**src/rtl/pattern_buffer_pkg.sv**
```systemverilog
// Shared types and build constants for the FRB injector pattern buffer.
// Read latency follows PATTERN_BUFFER_DOUT_REG_EN (output register stage).
package pattern_buffer_pkg;

   typedef enum logic [1:0] {
      IDLE = 2'd0,
      LOAD = 2'd1,
      FULL = 2'd2
   } state_t;

`ifdef PATTERN_BUFFER_DOUT_REG_EN
   localparam int unsigned RD_LATENCY = 2;
`else
   localparam int unsigned RD_LATENCY = 1;
`endif

endpackage

```
**src/rtl/pattern_ram.sv**
```systemverilog
// Simple dual-port pattern RAM: one write port, one read-first registered read port.
// Only the read data register is reset; the array maps to block RAM.
module pattern_ram #(
   parameter int unsigned ADDR_SIZE  = 8,
   parameter int unsigned DATA_WIDTH = 16
) (
   input  logic                  clk,
   input  logic                  rst_n,
   input  logic                  i_we,
   input  logic [ADDR_SIZE-1:0]  i_waddr,
   input  logic [DATA_WIDTH-1:0] i_wdata,
   input  logic                  i_re,
   input  logic [ADDR_SIZE-1:0]  i_raddr,
   output logic [DATA_WIDTH-1:0] o_rdata
);

   localparam int unsigned DEPTH = 2**ADDR_SIZE;

   logic [DATA_WIDTH-1:0] r_mem [DEPTH];
   logic [DATA_WIDTH-1:0] r_rdata;

   always_ff @(posedge clk) begin
      if (i_we) r_mem[i_waddr] <= i_wdata;
   end

   // Non-blocking read of the array gives read-first on a same-address collision.
   always_ff @(posedge clk or negedge rst_n) begin
      if (!rst_n)    r_rdata <= '0;
      else if (i_re) r_rdata <= r_mem[i_raddr];
   end

   assign o_rdata = r_rdata;

endmodule

```
**src/rtl/pattern_buffer.sv**
```systemverilog
// Pattern memory for the synthetic FRB injector: sequential load, random-access playback.
// Define PATTERN_BUFFER_DOUT_REG_EN to add an output register stage (read latency 2).
module pattern_buffer
   import pattern_buffer_pkg::*;
#(
   parameter int unsigned ADDR_SIZE  = 8,
   parameter int unsigned DATA_WIDTH = 16
) (
   input  logic                  clk,
   input  logic                  rst_n,
   input  logic                  wr_start,
   input  logic [DATA_WIDTH-1:0] din,
   input  logic                  din_valid,
   output logic                  din_ready,
   output logic [ADDR_SIZE:0]    wr_count,
   output logic                  loaded,
   input  logic [ADDR_SIZE-1:0]  rd_addr,
   input  logic                  rd_addr_valid,
   output logic [DATA_WIDTH-1:0] dout,
   output logic                  dout_valid,
   output logic                  rd_early
);

   state_t                r_state;
   logic [ADDR_SIZE-1:0]  r_wr_ptr;
   logic [ADDR_SIZE:0]    r_wr_count;
   logic                  r_loaded;
   logic                  r_rd_early;
   logic                  r_rd_vld1;
   logic                  w_wr_en;
   logic [DATA_WIDTH-1:0] w_ram_q;

   // Ready never looks at din_valid, so there is no valid->ready path.
   assign din_ready = (r_state == LOAD) && !wr_start;
   assign w_wr_en   = din_valid && din_ready;

   always_ff @(posedge clk or negedge rst_n) begin
      if (!rst_n) begin
         r_state    <= IDLE;
         r_wr_ptr   <= '0;
         r_wr_count <= '0;
         r_loaded   <= 1'b0;
         r_rd_early <= 1'b0;
      end else begin
         // Any wr_start clears the flag; a read seen while unloaded sets it.
         r_rd_early <= (r_rd_early && !wr_start) || (rd_addr_valid && !r_loaded);
         case (r_state)
            IDLE: begin
               if (wr_start) begin
                  r_state    <= LOAD;
                  r_wr_ptr   <= '0;
                  r_wr_count <= '0;
               end
            end
            LOAD: begin
               if (wr_start) begin
                  r_wr_ptr   <= '0;
                  r_wr_count <= '0;
               end else if (w_wr_en) begin
                  r_wr_ptr   <= r_wr_ptr + ADDR_SIZE'(1);
                  r_wr_count <= r_wr_count + (ADDR_SIZE+1)'(1);
                  if (&r_wr_ptr) begin
                     r_state  <= FULL;
                     r_loaded <= 1'b1;
                  end
               end
            end
            FULL: begin
               if (wr_start) begin
                  r_state    <= LOAD;
                  r_wr_ptr   <= '0;
                  r_wr_count <= '0;
                  r_loaded   <= 1'b0;
               end
            end
            default: r_state <= IDLE;
         endcase
      end
   end

   pattern_ram #(
      .ADDR_SIZE  (ADDR_SIZE),
      .DATA_WIDTH (DATA_WIDTH)
   ) u_ram (
      .clk     (clk),
      .rst_n   (rst_n),
      .i_we    (w_wr_en),
      .i_waddr (r_wr_ptr),
      .i_wdata (din),
      .i_re    (rd_addr_valid),
      .i_raddr (rd_addr),
      .o_rdata (w_ram_q)
   );

   always_ff @(posedge clk or negedge rst_n) begin
      if (!rst_n) r_rd_vld1 <= 1'b0;
      else        r_rd_vld1 <= rd_addr_valid;
   end

`ifdef PATTERN_BUFFER_DOUT_REG_EN
   logic [DATA_WIDTH-1:0] r_dout;
   logic                  r_rd_vld2;

   // Extra stage only loads on a valid read so dout holds between pulses.
   always_ff @(posedge clk or negedge rst_n) begin
      if (!rst_n) begin
         r_dout    <= '0;
         r_rd_vld2 <= 1'b0;
      end else begin
         r_rd_vld2 <= r_rd_vld1;
         if (r_rd_vld1) r_dout <= w_ram_q;
      end
   end

   assign dout       = r_dout;
   assign dout_valid = r_rd_vld2;
`else
   assign dout       = w_ram_q;
   assign dout_valid = r_rd_vld1;
`endif

   assign wr_count = r_wr_count;
   assign loaded   = r_loaded;
   assign rd_early = r_rd_early;

endmodule

```
**config.mk**
```make
export PLATFORM = sky130hd
export DESIGN_NAME = pattern_buffer
export DESIGN_NICKNAME = d
export VERILOG_FILES = /design/src/rtl/pattern_buffer_pkg.sv /design/src/rtl/pattern_ram.sv /design/src/rtl/pattern_buffer.sv
export SDC_FILE = /design/constraint.sdc
export NUM_CORES = 2
export LEC_CHECK = 0
export BUFFER_PORTS_ARGS = -buffer_cell sky130_fd_sc_hd__buf_4
export CAP_MARGIN = 15
export CORE_ASPECT_RATIO = 0.75
export CORE_UTILIZATION = 65
export DETAILED_ROUTE_END_ITERATION = 8
export PLACE_DENSITY_LB_ADDON = 0.08
export SYNTH_ARGS = -nofsm -noshare
export SYNTH_HDL_FRONTEND = slang
export SYNTH_SLANG_ARGS = --single-unit
```
**constraint.sdc**
```tcl
create_clock -name clk -period 5 [get_ports clk]
set_input_delay 0 -clock clk [delete_from_list [all_inputs] [get_ports clk]]
set_output_delay 0 -clock clk [all_outputs]
set_load 0.01 [all_outputs]
```
* After elaboration in Yosys (flattened, before gate mapping)
Memory sizes are Yosys's and may differ from the RTL's. A register that Yosys moved wholly into a read port is not among the register bits.
Cells that the tools add are included.
** Operators by class
- $add $sub $neg :: 2
- Mux-type cells :: 20
- Reductions and logical operators :: 16
- Eq/ne operators :: 8
** Operators by type and width (count)
- two-way mux 9 bit :: 3
- two-way mux 8 bit :: 3
- case mux 9 bit (2 select lines) :: 1
- case mux 8 bit (2 select lines) :: 1
- adder 9 x 1 -> 9 bit, second input constant :: 1
- adder 8 x 1 -> 8 bit, second input constant :: 1
- two-way mux 2 bit :: 4
- AND reduction 8 bit :: 1
- two-way mux 1 bit :: 6
- != test 2 x 1 -> 1 bit, second input constant :: 3
- AND reduction 5 bit :: 1
- logical AND 1 bit :: 4
- != test 2 bit, second input constant :: 2
- case mux 2 bit (2 select lines) :: 1
- AND reduction 4 bit :: 1
- nonzero test 2 bit :: 2
- logical NOT 1 bit :: 3
- != test 3 x 2 -> 1 bit, second input constant :: 1
- AND reduction 3 bit :: 1
- equality test 2 x 1 -> 1 bit, second input constant :: 1
- equality test 2 bit, second input constant :: 1
- logical NOT 2 bit :: 1
- case mux 1 bit (2 select lines) :: 1
- OR reduction 2 bit :: 1
- logical OR 1 bit :: 1
** Storage, ports and cells
- Memories kept :: 1
- Output and inout bits :: 29
- Bits of input ports :: 29
- Logic and storage cells :: 53
- Register bits after elaboration :: 22
- RAM bits :: 4096
** Memory list
- u_ram.r_mem :: words 256, bits a word 16, rd ports 1, clocked after Yosys merged registers in 1, wr ports 1, RTL line pattern_ram.sv:19 : logic [DATA_WIDTH-1:0] r_mem [DEPTH];

* Depth between registers and ports, before layout
- Word-level depth :: 6
- Mapped depth :: 14
- Gate-level depth less buffers :: 7

* Cells and area by module
A second synthesis with hierarchy kept.
** Unflattened totals
- Cell total of the unflattened synthesis :: 7641
- Area, all modules :: 160187.4 µm²
** By module, submodules not included
- pattern_ram :: cells each 7536, area each 159113.9 µm², sequential area each 123398.3 µm², instances 1
- pattern_buffer :: cells each 105, area each 1073.5 µm², sequential area each 550.5 µm², instances 1

* Worst setup path after synthesis
No wires, ideal clock.
- Path type :: register -> register
- Start :: reg r_state[0]
- End :: mem u_ram.r_mem[101][0] (enable)
- Clock period less this slack :: 2.942 ns
- Setup time :: 0.388 ns
- Path buffers :: 1
- Required time :: 4.612 ns
- Arrival time :: 2.554 ns
- Stages on the path, launching flop included :: 7
- Setup slack :: 2.058 ns
- Path through :: dfrtp_1 > nor3b_1 > nand2_1 > nor3b_1 > nand2_1 > clkbuf_1 > nor2_1
** Between the ends
- Longest elaborated chain between the ends :: 5
** RTL lines
- start, declared :: RTL line pattern_buffer.sv:24 : state_t r_state;
- start signal, assigned :: RTL line pattern_buffer.sv:39 : r_state <= IDLE;
- start signal, assigned :: RTL line pattern_buffer.sv:50 : r_state <= LOAD;
- start signal, assigned :: RTL line pattern_buffer.sv:63 : r_state <= FULL;
- equality test 2 x 1 -> 1 bit :: RTL line pattern_buffer.sv:34 : assign din_ready = (r_state == LOAD) && !wr_start;
- logical AND 1 bit :: RTL line pattern_buffer.sv:34
- named net din_ready :: RTL line pattern_buffer.sv:14 : output logic din_ready,
- logical AND 1 bit :: RTL line pattern_buffer.sv:35 : assign w_wr_en = din_valid && din_ready;
- two-way mux 1 bit :: RTL line pattern_ram.sv:23 : if (i_we) r_mem[i_waddr] <= i_wdata;
- two-way mux 1 bit (not written as such) :: RTL line pattern_ram.sv:23
- end, declared :: RTL line pattern_ram.sv:19
The timed path passes the listed nets, and every way through them passes these cells.

* Final worst setup path
- Start :: reg r_state[0]
- End :: mem u_ram.r_mem[37][7] (enable)
** Between the ends
- Longest elaborated chain between the ends :: 5
** RTL lines (RTL line)
- equality test 2 x 1 -> 1 bit :: pattern_buffer.sv:34
- logical AND 1 bit :: pattern_buffer.sv:34
- logical AND 1 bit :: pattern_buffer.sv:35
- two-way mux 1 bit :: pattern_ram.sv:23
- two-way mux 1 bit (not written as such) :: pattern_ram.sv:23
No other way between the ends.

==> qor.csv <==
metric,value,unit
Post-DP HPWL,255000,µm
layout overhead on the synthesized area,11.66,%
RR Startpoint,r_state[0],
Clock Tree Buf Depth,4,
"Seq/Total Area, Yosys",0.7781,
Residual DRC,0,
CTS root buf,clkbuf_16,
htree depth,5,
Worst EP arrival,4400,ps
Most used DFF post-synth,edfxtp_1,
global-route wire length before repair,598500,µm
Routed WL,426900,µm
layout cells sized above 1,0.2313,
clk_skew,34.29,ps
"Clk pin slew, worst setup/hold paths",60,ps
max cap viols,0,
Pwr Density,393.7,nW/µm²
RSZ-0062 raised after global routing,false,
status,"complete, no violations",
final hold slack,142.0,ps
post-synthesis area per instance,21.27,µm²
P_leak,57.10,nW
initial antenna violation count,29,
Pre-Repair DR Iteration Count,6,
"Cell Area, Synth",159300,µm²
FMAX,0.2578,GHz
Row Count,156,
Antenna Nets Post-Route,0,
Core Box Area,242200,µm²
CP max FO,16,
CP Capture Type,register,
I/O Buffers,57,
post-synthesis cell count,7488,
die height,430.7,µm
cts hold-fix bufs,29,
die area,247100,µm²
min-delay worst type,in -> async,
Max VDD drop,0.3278,mV
clk sinks,4134,
#FFs+latches synth,4134,
Ports,58,
Post-synth EDFFs,4096,
DIE WIDTH,573.6,µm
CTS tree,done,
GRT overflow,0,
Tcrit/Tclk final,0.7759,
final hold vios,0,
Required @ worst endpoint,5520,ps
Iteration-0 DRC Markers,13674,
worst slew pin tran,1493,ps
Worst Reg2Reg Path Length in Cells,7,
YS warnings,0,
DR vias/cell,7.144,
cells resized by post-CTS repair,0,
Pins Over Slew Limit,0,
reg2reg setup slack,1120,ps
setup bufs post-CTS,0,
endpoints failing setup,0,
final setup margin,1120,ps
slew margin rel.,0.004428,
largest net degree at the start of global routing,182,
post-synth net total,7522,
GRT Util Overall,0.3476,
wire per inst,36.89,µm
Setup Total Neg Slack,0,ps
Starting Density,0.6576,
Tmin final,3880,ps
total CTS buffers,376,
via count,82683,
reg2reg end,u_ram.r_mem[37][7],
vias in the first global route,79473,
post-synth cell types,74,
Skew-Pair Late Insertion Delay,910,ps
WS Path Type,reg -> reg,
crit start category,register,
fraction of registers with async set/reset,0.009192,
Post-Place Setup Slack,915.4,ps
Total Nets Final,8076,
Final Wtd Congestion,0.8969,
## where the power goes
group / internal [W] / switching [W] / leakage [nW]
clock: 0.0160 / 0.0123 / 5.80
sequential: 0.0381 / 0.0000830 / 37.3
combinational: 0.00115 / 0.00237 / 14.0
total: 0.0553 / 0.0148 / 57.1
## metrics by stage
step | utilization | area, µm² | cells | total power (W)
6_report | 0.7343 | 177900 | 11573 | 0.07003
5_1_grt | 0.7343 | 177900 | 11569 | 0.07155
4_1_cts | 0.7341 | 177800 | 11562 | 0.07013
3_5_place_dp | 0.6838 | 165600 | 10870 | 0.04237
3_3_place_gp | 0.6836 | 165600 | 10866 | 0.04231
2_1_floorplan | - | 159300 | 7488 | 0.04064
## sequential cells by signal, summed over array words and instances, names as in the netlist
register / count
loaded: 1
r_wr_ptr: 8
u_ram.o_rdata: 16
r_state: 2
dout_valid: 1
wr_count: 9
rd_early: 1
u_ram.r_mem: 4096
## placed cells by master (no fill, tap or decap), drive strengths merged, types with 15 or more instances in the layout
master       count
edfxtp        4096
mux4           803
buf            580
mux2i          539
clkbuf         457
nor2           320
o22ai          216
nand2          211
clkinv         153
o21ai          121
o221ai         117
a21oi          110
a22oi           74
nor3            50
a211oi          46
nand3           45
dfrtp           38
bufinv          37
a31oi           28
dlygate4sd3     28
a2111oi         24
inv             20
nor4            19
nand4           18
a221oi          15
and2            15
## critical path, cell delays in order, from the launching register on
cell and delay (ps):
dfrtp_1 440, nor3b_1 280, nand2_1 110, buf_4 200, nor3b_1 410, nand2_1 760, buf_4 510, nor2_2 740
## cells by family after synthesis
group,synth area share
flip-flops,0.7781
multiplexers,0.1479
AO/OA/AOI/OAI,0.03469
AND/OR/NAND/NOR,0.01984
buffers and inverters,0.01852
XOR/XNOR,0.0005498
adder cells (fa/ha/maj),0.0003927
## worst max-delay path by stage
stage	start	endpoint	slack [ps]	cells after the start
after floorplan	r_state[0]	u_ram.r_mem[101][0]	2060	6
after global placement	rd_addr[0]	u_ram.o_rdata[10]	410	9
after detailed placement	rd_addr[1]	u_ram.o_rdata[1]	920	9
after CTS	r_state[0]	u_ram.r_mem[37][6]	1190	7
after global routing	r_state[0]	u_ram.r_mem[37][6]	970	7
final	r_state[0]	u_ram.r_mem[37][7]	1120	7
## cell usage after synthesis (45+ instances only)
cell | count | area, µm²
a211oi_1 | 46 | 345.3
a21oi_1 | 110 | 550.5
a22oi_1 | 74 | 555.5
buf_2 | 102 | 510.5
buf_6 | 97 | 1092
clkbuf_1 | 162 | 608.1
edfxtp_1 | 4096 | 123000
mux2i_1 | 539 | 5395
mux4_2 | 794 | 17880
nand2_1 | 211 | 792.0
nand3_1 | 45 | 225.2
nor2_1 | 320 | 1201
nor3_1 | 50 | 250.2
o21ai_0 | 116 | 580.6
o221ai_1 | 117 | 1025
o22ai_1 | 216 | 1351
## layout make-up
type / instances / area [µm²]
Timing Repair Buffer: 612 / 5431
Antenna cell: 7 / 17.52
Tap cell: 3239 / 4053
Fill cell: 13655 / 64360
Inverter: 14 / 60.06
Clock inverter: 209 / 1961
Clock buffer: 454 / 9912
Sequential cell: 4134 / 123900
Multi-Input combinational cell: 2904 / 32490
## per-layer routing
layer | vias up | global-route usage | share of wire
li1 | 32541 | - | -
met2 | 6097 | 0.4930 | 0.44
met3 | 801 | 0.1023 | 0.14
met1 | 43228 | 0.5270 | 0.38
met5 | - | 0 | 0.00026
met4 | 16 | 0.1161 | 0.037
(Power assumes the default switching activity.)
